<file path="src/rtl/fifo_write_arbiter.sv">
// Packet-level round-robin arbiter feeding one shared FIFO write port.
// A granted requester owns the port until its tail flit is accepted.
module fifo_write_arbiter #(
  parameter int DATA_WIDTH = 32,
  parameter int NUM_REQ    = 4,
  parameter int CNT_WIDTH  = 16
) (
  input  logic                          clk,
  input  logic                          rst,
  input  logic [NUM_REQ-1:0]            req_valid,
  input  logic [NUM_REQ*DATA_WIDTH-1:0] req_data,
  input  logic [NUM_REQ-1:0]            req_last,
  output logic [NUM_REQ-1:0]            req_ready,
  input  logic                          fifo_full,
  output logic                          fifo_wr_en,
  output logic [DATA_WIDTH-1:0]         fifo_din,
  output logic [NUM_REQ-1:0]            grant,
  output logic                          busy,
  output logic [CNT_WIDTH-1:0]          pkt_count
);

  localparam int PTR_W = (NUM_REQ > 1) ? $clog2(NUM_REQ) : 1;

  if ((NUM_REQ < 2) || (NUM_REQ > 8) || ((NUM_REQ & (NUM_REQ - 1)) != 0)) begin : g_bad_num_req
    $error("fifo_write_arbiter: NUM_REQ must be a power of two in 2..8");
  end

  typedef enum logic {
    IDLE   = 1'b0,
    LOCKED = 1'b1
  } state_e;

  state_e                  state_q, state_d;
  logic [NUM_REQ-1:0]      grant_q, grant_d;
  logic [PTR_W-1:0]        rr_ptr_q, rr_ptr_d;
  logic [CNT_WIDTH-1:0]    pkt_count_q, pkt_count_d;

  logic                    win_found;
  logic [PTR_W-1:0]        win_idx;
  logic [PTR_W-1:0]        cand;
  logic [PTR_W-1:0]        owner_idx;
  logic [DATA_WIDTH-1:0]   din_sel;
  logic                    tail_xfer;

  // Pointer arithmetic wraps naturally because NUM_REQ is a power of two.
  always_comb begin
    win_found = 1'b0;
    win_idx   = '0;
    cand      = '0;
    for (int unsigned k = 0; k < NUM_REQ; k++) begin
      cand = rr_ptr_q + PTR_W'(k);
      if (!win_found && req_valid[cand]) begin
        win_found = 1'b1;
        win_idx   = cand;
      end
    end
  end

  always_comb begin
    owner_idx = '0;
    din_sel   = '0;
    for (int unsigned i = 0; i < NUM_REQ; i++) begin
      if (grant_q[i]) begin
        owner_idx = PTR_W'(i);
        din_sel   = req_data[i*DATA_WIDTH +: DATA_WIDTH];
      end
    end
  end

  always_comb begin
    busy       = (state_q == LOCKED);
    req_ready  = busy ? (grant_q & {NUM_REQ{~fifo_full}}) : '0;
    fifo_wr_en = req_valid[owner_idx] & req_ready[owner_idx];
    fifo_din   = busy ? din_sel : '0;
    tail_xfer  = fifo_wr_en & req_last[owner_idx];
    grant      = grant_q;
    pkt_count  = pkt_count_q;
  end

  always_comb begin
    state_d     = state_q;
    grant_d     = grant_q;
    rr_ptr_d    = rr_ptr_q;
    pkt_count_d = pkt_count_q;
    case (state_q)
      IDLE: begin
        if (win_found) begin
          state_d = LOCKED;
          grant_d = NUM_REQ'(1) << win_idx;
        end
      end
      LOCKED: begin
        if (tail_xfer) begin
          state_d     = IDLE;
          grant_d     = '0;
          rr_ptr_d    = owner_idx + PTR_W'(1);
          pkt_count_d = pkt_count_q + CNT_WIDTH'(1);
        end
      end
    endcase
  end

  always_ff @(posedge clk or posedge rst) begin
    if (rst) begin
      state_q     <= IDLE;
      grant_q     <= '0;
      rr_ptr_q    <= '0;
      pkt_count_q <= '0;
    end else begin
      state_q     <= state_d;
      grant_q     <= grant_d;
      rr_ptr_q    <= rr_ptr_d;
      pkt_count_q <= pkt_count_d;
    end
  end

endmodule

</file>
<file path="config.mk">
export PLATFORM = sky130hd
export DESIGN_NAME = fifo_write_arbiter
export DESIGN_NICKNAME = d
export VERILOG_FILES = /design/src/rtl/fifo_write_arbiter.sv
export SDC_FILE = /design/constraint.sdc
export NUM_CORES = 1
export LEC_CHECK = 0
export ABC_AREA = 1
export CAP_MARGIN = 25
export CORE_MARGIN = 2
export CORE_UTILIZATION = 38
export DETAILED_ROUTE_END_ITERATION = 16
export PLACE_DENSITY = 0.95
export SLEW_MARGIN = 40
export SYNTH_ARGS = -nofsm -noshare
export SYNTH_HDL_FRONTEND = slang
export SYNTH_SLANG_ARGS = --single-unit
</file>
<file path="constraint.sdc">
create_clock -name clk -period 3 [get_ports clk]
set_clock_uncertainty 0.05 [all_clocks]
set_input_delay 0.3 -clock clk [delete_from_list [all_inputs] [get_ports clk]]
set_output_delay 0.3 -clock clk [all_outputs]
set_load 0.01 [all_outputs]
</file>
### Word level (Yosys, flattened, before mapping)

Index checks and enable logic that the tools add are counted.

| storage, ports and cells | value |
|---|---|
| register bits after elaboration | 23 |
| output and inout port bits | 58 |

| operators by class | value |
|---|---|
| add/subtract/negate cells | 5 |
| order comparisons | 5 |
| equality and inequality tests | 2 |
| shifts and indexed selects | 1 |
| mux-type cells | 37 |
| bitwise logic cells | 5 |
| reductions and logical operators | 8 |

Operator list:

| cell | number |
|---|---|
| $mux 32 | 5 |
| $add 16x1->16 const B | 1 |
| $lt 2x3->1 const B | 5 |
| $bmux 1 s2 | 7 |
| $mux 1 | 14 |
| $mux 2 | 6 |
| $mux 4 | 3 |
| $pmux 4 s2 | 1 |
| $add 2x1->2 const B | 2 |
| $add 2x2->2 const B | 2 |
| $and 4x4->4 | 1 |
| $reduce_and 2->1 | 2 |
| $shl 1x2->4 const A | 1 |
| $logic_and 1x1->1 | 3 |
| $logic_not 1->1 | 3 |
| $and 1x1->1 | 2 |
| $ne 2x1->1 const B | 1 |
| $ne 2x2->1 const B | 1 |
| $not 1->1 | 2 |
| $pmux 1 s2 | 1 |

### Logic depth before layout (Yosys ltp)

Gate-level depths: netlist of the first run.

| logic depth | value |
|---|---|
| depth in word-level cells | 15 |
| depth in mapped cells | 12 |
| gate-level depth less buffers | 12 |

### Worst setup path before layout of the first run

OpenSTA, ideal clock, no wires.

| timing path | value |
|---|---|
| path type | reg-to-output |
| from | register grant_q[0] (netlist: grant[0]) |
| to | output port fifo_din[25] |
| arrival time | 1.371 ns |
| path slack | 1.279 ns |
| cell stages (with the launch flop) | 9 |
| cells stage by stage | dfrtp_1 buf_2 clkbuf_1 nand2_1 nand2_1 o21ai_0 o21ai_0 o21ai_0 nor2_1 |

| between the ends | value |
|---|---|
| word-level cells in the longest chain between the ends | 5 |

Ends and longest elaborated chain:

| element | RTL line | source |
|---|---|---|
| start: declaration | 34 | `logic [NUM_REQ-1:0] grant_q, grant_d;` |
| start signal: assignment | 111 | `grant_q <= grant_d;` |
| $mux 32 (4 in a row) | 63 | `if (grant_q[i]) begin` |
| $mux 32 | 74 | `fifo_din = busy ? din_sel : '0;` |
| end: declaration | 16 | `output logic [DATA_WIDTH-1:0] fifo_din,` |

Every way passes these cells.

### Final worst setup path of the first run

| timing path | value |
|---|---|
| from | register grant_q[2] (netlist: grant[2]) |
| to | output port fifo_din[7] |

| between the ends | value |
|---|---|
| word-level cells in the longest chain between the ends | 3 |

Ends and longest elaborated chain:

| element | RTL line |
|---|---|
| $mux 32 (2 in a row) | 63 |
| $mux 32 | 74 |

Every way passes these cells.

==> results of run 1 <==
-- cells by family (layout without fill, tap and decap cells) --
logic type	count (synthesis)	after routing
AOI/OAI and AO/OA	113	113
and+or+nand+nor	276	276
adders and majority gates	1	1
buffers and inverters	56	235
xor gates and xnor gates	15	15
DFF	23	23
-- worst paths after layout --
| path | start | end | slack, ns | depth (start not counted) |
|---|---|---|---|---|
| max | grant[2] | fifo_din[7] | 0.27 | 7 |
| min | rst | rr_ptr_q[1] | 0.31 | 2 |
| max reg2reg | grant[2] | pkt_count[8] | 0.72 | 9 |
| min reg2reg | pkt_count[15] | pkt_count[15] | 0.52 | 2 |
| max in group asynchronous | rst | grant[1] | 2.26 | 2 |
| min in group clk | pkt_count[15] | pkt_count[15] | 0.52 | 2 |
-- per-layer routing --
metal  global-route usage, %  up-vias  wire [um]
met5                       0        -          0
met4                   8.402        0        359
met3                   3.078       27        867
met2                   49.97      193       5772
met1                   32.36     1791       4374
li1                        -     1915          -
-- sequential cells by signal (all words and copies together), names as in the netlist --
name / cells
pkt_count: 16
grant: 4
busy: 1
rr_ptr_q: 2
-- power by group --
| part | leakage, nW | total (mW) | switching [mW] | internal [mW] |
|---|---|---|---|---|
| registers | 0.285 | 0.310 | 0 | 0.310 |
| clock network | 0.0228 | 0.192 | 0.0971 | 0.0949 |
| logic | 1.93 | 0.210 | 0.0483 | 0.162 |
| total | 2.24 | 0.712 | 0.145 | 0.567 |
-- synthesized netlist by cell type (2+ instances only) --
cell type    n
nand2_1    151
o21ai_0     90
nor2_1      77
dfrtp_1     23
inv_1       23
nand3_1     22
clkbuf_1    20
nand2_2     12
o21ai_1     10
xor2_1       9
xnor2_1      6
inv_2        5
nor3_1       5
a21oi_1      4
o221ai_1     4
buf_2        3
o21ai_2      3
buf_4        2
nand2_4      2
nor2_2       2
-- metrics by stage --
step | total power, mW | cells
finish | 0.7120 | 759
global route | 0.7406 | 759
CTS | 0.7137 | 759
detailed placement | 0.5252 | 755
global placement | 0.5213 | 755
floorplan | 0.3397 | 484
-- final cells by class --
class,instances,area (sq um)
Fill cell,604,2083
Tap cell,96,120.1
Sequential cell,23,575.6
Timing Repair Buffer,202,2032
Inverter,29,113.9
Clock buffer,4,45.04
Multi-Input combinational cell,405,1899
==> results.json, run 1 <==
{
  "status": "completed",
  "layout_commonest_cell": "clkdlybuf4s50_1",
  "crit_buf_inv": 3,
  "die_y_um": 88.57,
  "irDropWorstVdd_uv": 175.5,
  "cts.clk_slew.worst_paths_ns": 0.08,
  "synthTopCellsByArea": "dfrtp_1 21%, nand2_1 21%, o21ai_0 17%",
  "synth.ff_latch_count": 23,
  "layout-drive-gt1-share_pct": 6.033,
  "post-route-util_pct": 69.67,
  "ant_nets": 0,
  "fmax_ghz": 0.3657,
  "wirelength_mm": 11.37,
  "path_cells": "inv_2, buf_4, o21ai_0, o21ai_0, o21ai_0, nor2_1, clkdlybuf4s50_1",
  "netlist_instances": 484,
  "placed_area_sq_um": 4736,
  "firstDrtPassIters": 5,
  "coreArea_sq_um": 6869,
  "synthMuxAreaShare_pct": 0,
  "synth_top_family_by_area": "simple AND/OR/NAND/NOR gates",
  "hpwlAfterDp_mm": 9.060,
  "yosys_warnings": 0,
  "setup_viol": 0,
  "htree_levels": 1,
  "cts_max_path_buffers": 2,
  "rows": 30,
  "arrival_ns": 2.38,
  "grt_max_degree": 58,
  "cts_tree": "yes",
  "syn-num-nets": 624,
  "yosysTopAreaCell": "dfrtp_1",
  "via_per_inst": 5.173,
  "drc": 0,
  "synth_edf_count": 0,
  "grt_first_pass_wirelength_mm": 16.81,
  "avgSynthCellArea_sq_um": 5.615,
  "ctsResizeCount": 0,
  "power.leakage_nw": 2.238,
  "initial_core_util_pct": 39.56,
  "cp_top_family": "buffers and inverters",
  "ctsHoldBuffers": 0,
  "fin_crit_sh_pct": 91.14,
  "worstSetupPathType": "reg -> out",
  "final_cell_mix": "196 x clkdlybuf4s50_1, 151 x nand2_1, 90 x o21ai_0, 76 x nor2_1, 23 x dfrtp_1",
  "area_growth_pct": 76.10,
  "synth_top_area_share_pct": 21.18,
  "die_width_um": 88.57,
  "cp.required_ns": 2.65,
  "grt.overflow.total": 0,
  "synth.yosys.seq_area_share_pct": 21.18,
  "synthSimpleGateAreaFrac_pct": 42.17,
  "postCtsSetupBuffers": 0,
  "setup_ws_ns": 0.2658,
  "synth_cell_types": 31,
  "synth_fa_ha_area_share_pct": 0.4604,
  "vias": 3926,
  "wl_per_cell_um": 14.98,
  "synthArstFlopShare_pct": 100.0,
  "synth-main-ff-cell": "dfrtp_1",
  "cts.sinks": 23,
  "drt_iter0_drc": 144,
  "cap_violations": 0,
  "max_stage_delay_ns": 0.54,
  "grt_pass1_vias": 3612,
  "rsz0062_at_grt": "false",
  "worstPathMaxFanout": 18,
  "grt_usage_pct": 26.94,
  "antenna_cells": 0,
  "layout.nets": 804,
  "netlist_area_sq_um": 2718,
  "synth-xor-area-share_pct": 4.834,
  "stdcell_area_sq_um": 4786,
  "start_kind": "register",
  "finalHoldViolCount": 0,
  "place.gp.congestion": 0.9017,
  "cts-root-buf": "clkbuf_8",
  "endpoint_kind": "primary output",
  "slew_headroom_pct": 64.85,
  "timing.setup.tns_ns": 0,
  "pre_cts_ws_ns": 0.4618,
  "numCtsBuffers": 3,
  "clock_latency_ns": 0.27,
  "hold_path.class": "in -> async",
  "fp.dieArea_sq_um": 7844,
  "path_common_cell": "o21ai_0",
  "io_pins": 197,
  "cpMaxStageDelayCell": "clkdlybuf4s50_1",
  "power_density_nw_per_um2": 148.8,
  "holdWs_ns": 0.3146,
  "tightest_slew_ns": 0.5272,
  "fin_crit_ns": 2.734,
  "drv_slew": 0,
  "port_buffers": 196,
  "antenna_found_initial": 0,
  "synth_compound_area_share_pct": 22.15
}
Power figures use the tool's default switching activity.
==> run 2, diff against run 1 <==
--- a/config.mk
+++ b/config.mk
@@ -9,6 +9,7 @@
 export CAP_MARGIN = 25
 export CORE_MARGIN = 2
 export CORE_UTILIZATION = 38
+export CTS_CLUSTER_SIZE = 8
 export DETAILED_ROUTE_END_ITERATION = 16
 export PLACE_DENSITY = 0.95
 export SLEW_MARGIN = 40
==> constraint.sdc (replaced) <==
create_clock -name clk -period 3 [get_ports clk]
set_clock_uncertainty 0.05 [all_clocks]
set_input_delay 0.45 -clock clk [delete_from_list [all_inputs] [get_ports clk]]
set_output_delay 0.45 -clock clk [all_outputs]
set_load 0.01 [all_outputs]
==> run 2 against run 1 <==
Effect of this change: clock power up 3%; critical path depth up 1; via count down 0.79%; first-iteration DRC count down 21%; routed wire length down 0.63%; register-to-register slack better by 0.11 ns; global-route usage about the same; final cell count up 0.26%; sequential power about the same; count of clock-buffer cells in the layout down 1; worst hold slack better by 0.16 ns; critical endpoint is now fifo_din[6]; largest cell class unchanged.
==> results.json, run 2 (synthesized netlist as in run 1, its figures left out) <==
{
  "final_cell_mix": "196 x clkdlybuf4s50_1, 151 x nand2_1, 90 x o21ai_0, 76 x nor2_1, 23 x dfrtp_1",
  "worstPathMaxFanout": 24,
  "cts-root-buf": "clkbuf_8",
  "grt_pass1_vias": 3619,
  "die_width_um": 88.57,
  "power.leakage_nw": 2.254,
  "start_kind": "register",
  "arrival_ns": 2.32,
  "layout.nets": 806,
  "dp_cells": 757,
  "grt.overflow.total": 0,
  "fin_crit_ns": 2.815,
  "holdWs_ns": 0.4725,
  "via_per_inst": 5.118,
  "cpMaxStageDelayCell": "clkdlybuf4s50_1",
  "grt_usage_pct": 26.96,
  "antenna_cells": 0,
  "cp_top_family": "buffers and inverters",
  "tightest_slew_ns": 0.5360,
  "max_stage_delay_ns": 0.49,
  "ant_nets": 0,
  "drc": 0,
  "cts_max_path_buffers": 2,
  "firstDrtPassIters": 4,
  "port_buffers": 196,
  "largest_reg_flops": 16,
  "status": "completed",
  "irDropWorstVdd_uv": 162.6,
  "antenna_found_initial": 0,
  "die_y_um": 88.57,
  "layout-drive-gt1-share_pct": 6.466,
  "clock_latency_ns": 0.27,
  "hold_path.class": "in -> async",
  "fmax_ghz": 0.3552,
  "cts.clk_slew.worst_paths_ns": 0.08,
  "cts.sinks": 23,
  "cp.required_ns": 2.50,
  "grt_max_degree": 58,
  "htree_levels": 1,
  "endpoint_kind": "primary output",
  "wl_per_cell_um": 14.85,
  "crit_buf_inv": 2,
  "layout_commonest_cell": "clkdlybuf4s50_1",
  "fin_crit_sh_pct": 93.84,
  "vias": 3895,
  "io_pins": 197,
  "timing.setup.tns_ns": 0,
  "fp.dieArea_sq_um": 7844,
  "slew_headroom_pct": 64.18,
  "grt_first_pass_wirelength_mm": 16.88,
  "stdcell_count": 761,
  "ff2ff_setup_slack_ns": 0.83,
  "path_common_cell": "o21ai_0",
  "path_cells": "nor2_4, buf_4, nand2_1, o21ai_0, o21ai_0, o21ai_0, nor2_1, clkdlybuf4s50_1",
  "numCtsBuffers": 3,
  "finalHoldViolCount": 0,
  "worstSetupPathType": "reg -> out",
  "cts_tree": "yes",
  "initial_core_util_pct": 39.56,
  "drt_iter0_drc": 114,
  "setup_viol": 0,
  "coreArea_sq_um": 6869,
  "hpwlAfterDp_mm": 8.906,
  "pre_cts_ws_ns": 0.1682,
  "rsz0062_at_grt": "false",
  "place.gp.congestion": 0.8710,
  "power_density_nw_per_um2": 149.6,
  "postCtsSetupBuffers": 0,
  "area_growth_pct": 76.84,
  "drv_slew": 0,
  "wirelength_mm": 11.30,
  "cap_violations": 0,
  "setup_ws_ns": 0.1849,
  "rows": 30
}
-- run 2: changes by cell type in the layout (fill, tap and decap cells not counted) --
| cell | previous run | this run |
|---|---|---|
| buf_6 | 0 | 1 |
| buf_4 | 4 | 5 |
| clkbuf_1 | 1 | 0 |
| clkinv_2 | 0 | 1 |
-- run 2: metal layers --
metal  wire, um  global-route usage (%)  part of all wire (%)  vias to the layer above
met5          0                       0                     0                        -
met4        410                   9.642                   3.6                        0
met3        903                   4.851                   8.0                       33
met2       5510                   47.78                    49                      185
met1       4476                   32.67                    40                     1755
li1           -                       -                     -                     1922
-- run 2: stage by stage --
| stage | power (mW) | util [%] | cell area [sq um] |
|---|---|---|---|
| 5_1_grt | 0.7491 | 69.96 | 4806 |
| 6_report | 0.7188 | 69.96 | 4806 |
| 3_5_place_dp | 0.5259 | 69.16 | 4751 |
| 2_1_floorplan | 0.3397 | - | 2718 |
| 4_1_cts | 0.7213 | 69.91 | 4802 |
| 3_3_place_gp | 0.5220 | 69.16 | 4751 |
-- run 2: what timing repair did --
| item | in CTS | in global routing |
|---|---|---|
| pin swaps | 0 | 1 |
| endpoints found under the setup margin | 9 | 3 |
| hold buffers | 0 | 0 |
| resized for setup | 1 | 1 |
| hold endpoints to repair | 0 | 0 |
-- run 2: final cells by class --
type                    instances  area (sq um)
multi-input cells             405          1899
flip-flops and latches         23         575.6
inverters                      29         113.9
clock buffers                   3         41.29
fillers                       583          2063
clock inverters                 1         5.005
repair buffers                204          2051
well taps                      96         120.1
-- run 2: report_power, final --
| group | internal, mW | switching (mW) | total (mW) |
|---|---|---|---|
| logic | 0.162 | 0.0493 | 0.212 |
| clock network | 0.0929 | 0.105 | 0.197 |
| registers | 0.310 | 0 | 0.310 |
-- run 2: path summary, 6_finish.rpt --
check,cells after the start,end,from
setup / recovery,8,fifo_din[6],grant[1]
hold / removal,2,pkt_count[12],rst
setup reg to reg,10,pkt_count[8],grant[2]
hold reg to reg,2,pkt_count[15],pkt_count[15]
max in group asynchronous,2,pkt_count[9],rst
min in group clk,2,pkt_count[15],pkt_count[15]
==> run 3, diff against run 2 <==
--- a/config.mk
+++ b/config.mk
@@ -9,6 +9,7 @@
 export CAP_MARGIN = 25
 export CORE_MARGIN = 2
 export CORE_UTILIZATION = 38
+export CTS_CLUSTER_DIAMETER = 60
 export CTS_CLUSTER_SIZE = 8
 export DETAILED_ROUTE_END_ITERATION = 16
 export PLACE_DENSITY = 0.95
==> constraint.sdc (replaced) <==
create_clock -name clk -period 3.25 [get_ports clk]
set_clock_uncertainty 0.05 [all_clocks]
set_input_delay 0.4875 -clock clk [delete_from_list [all_inputs] [get_ports clk]]
set_output_delay 0.4875 -clock clk [all_outputs]
set_load 0.01 [all_outputs]
==> run 3 against run 2 <==
Effect of this change: clock power down 11%; highest routed layer unchanged; setup slack better by 0.048 ns; sequential share of layout area up 0.072 points; count of clock-buffer cells in the layout unchanged; non-clock buffer count down 1; sequential power down 7.7%; utilization down 0.42 points; combinational power down 8%; global-route usage down 0.26 points; routed wire length about the same.
==> results.json, run 3 (synthesized netlist as in run 1, its figures left out) <==
{
  "status": "completed",
  "net-switching-power_mw": 0.1349,
  "area_growth_pct": 75.78,
  "initial_core_util_pct": 39.56,
  "fillers": 617,
  "switching_share_pct": 20.56,
  "layout_commonest_cell": "clkdlybuf4s50_1",
  "setup_viol": 0,
  "slew_headroom_pct": 64.71,
  "p_comb_share_pct": 29.6,
  "ant_nets": 0,
  "wirelength_mm": 11.30,
  "final_cell_mix": "196 x clkdlybuf4s50_1, 151 x nand2_1, 90 x o21ai_0, 76 x nor2_1, 23 x dfrtp_1",
  "dp_cells": 756,
  "grt_first_pass_wirelength_mm": 16.72,
  "tightest_slew_ns": 0.5288,
  "io_pins": 197,
  "cts.clk_slew.worst_paths_ns": 0.08,
  "hpwlAfterDp_mm": 8.905,
  "stdcell_area_sq_um": 4777,
  "hold_path.class": "in -> async",
  "antenna_cells": 0,
  "stdcell_count": 760,
  "power.total_mw": 0.6559,
  "fin_crit_sh_pct": 92.84,
  "coreArea_sq_um": 6869,
  "antenna_found_initial": 0,
  "grt_max_degree": 58,
  "postCtsSetupBuffers": 0,
  "layout.nets": 805,
  "cp.required_ns": 2.71,
  "htree_levels": 1,
  "grt.overflow.total": 0,
  "fmax_ghz": 0.3314,
  "grt_pass1_vias": 3664,
  "place.gp.congestion": 0.8861,
  "worstSetupPathType": "reg -> out",
  "layout-drive-gt1-share_pct": 6.325,
  "endpoint_kind": "primary output",
  "via_per_inst": 5.121,
  "cts-root-buf": "clkbuf_8",
  "cts.sinks": 23,
  "worstPathMaxFanout": 22,
  "grt_usage_pct": 26.70,
  "pwr-share-clk_pct": 26.8,
  "irDropWorstVdd_uv": 244.6,
  "ctsResizeCount": 0,
  "arrival_ns": 2.48,
  "fp.dieArea_sq_um": 7844,
  "ctsHoldBuffers": 0,
  "drv_slew": 0,
  "port_buffers": 196,
  "critPathLaunch": "grant[2]",
  "finalHoldViolCount": 0,
  "cap_violations": 0,
  "post-route-util_pct": 69.54,
  "start_kind": "register",
  "rows": 30,
  "die_width_um": 88.57,
  "rr_startpoint": "grant[2]",
  "ff2ff_setup_slack_ns": 0.97,
  "firstDrtPassIters": 4,
  "p_int_mw": 0.5210,
  "wl_per_cell_um": 14.87,
  "largest_reg_flops": 16,
  "drt_iter0_drc": 143,
  "cts_tree": "yes",
  "clock_latency_ns": 0.26,
  "drc": 0,
  "die_y_um": 88.57,
  "r2r_cells": 10,
  "cts_max_path_buffers": 2,
  "fin_crit_ns": 3.017,
  "placed_area_sq_um": 4731,
  "power_density_nw_per_um2": 137.3,
  "rsz0062_at_grt": "false",
  "power.leakage_nw": 2.241,
  "numCtsBuffers": 3,
  "seqPwrFrac_pct": 43.6,
  "timing.setup.tns_ns": 0,
  "r2r-end": "pkt_count[10]",
  "vias": 3892
}
## run 3: final cells by class
| type | instances | area [sq um] | share of cell area [%] |
|---|---|---|---|
| sequential | 23 | 575.6 | 12.05 |
| multi-input combinational | 405 | 1894 | 39.65 |
| clock inverter | 1 | 5.005 | 0.1048 |
| clock buffer | 3 | 41.29 | 0.8643 |
| inverter | 29 | 113.9 | 2.383 |
| timing repair buffer | 203 | 2027 | 42.43 |
| tap | 96 | 120.1 | 2.514 |
## run 3: per-layer routing
layer  part of all wire [%]  GRT usage [%]
met1                     40          32.53
met3                    7.1          3.918
met4                    3.5          10.06
met2                     49          47.51
met5                      0              0
## run 3: worst max path at each step
stage                    to  cells past startpoint
2_1_floorplan  fifo_din[25]                      8
3_3_place_gp    fifo_din[7]                      8
3_5_place_dp   fifo_din[14]                      8
4_1_cts        fifo_din[14]                      8
5_1_grt        fifo_din[14]                      8
6_report       fifo_din[14]                      8
## run 3: stage by stage
step           hold slack (ns)  worst slack (ns)
6_report                0.4990            0.2328
5_1_grt                 0.5400          0.004681
4_1_cts                 0.5185            0.2599
3_5_place_dp            0.5025            0.5504
3_3_place_gp            0.4885            0.6192
2_1_floorplan           0.4394             1.342
## run 3: power by group through the flow
stage / clock (mW) / sequential, mW / combinational [mW]
floorplan: 0 / 0.292 / 0.0220
global placement: 0 / 0.292 / 0.190
detailed placement: 0 / 0.292 / 0.193
CTS: 0.180 / 0.286 / 0.194
global route: 0.192 / 0.286 / 0.207
finish: 0.176 / 0.286 / 0.194
## run 3: worst max-delay path: stages, from the launching register on
cell and delay (ns):
dfrtp_1 0.46, nor2_2 0.47, buf_4 0.35, nand2_1 0.07, o21ai_0 0.11, o21ai_0 0.13, o21ai_1 0.09, nor2_1 0.05
clkdlybuf4s50_1 0.49
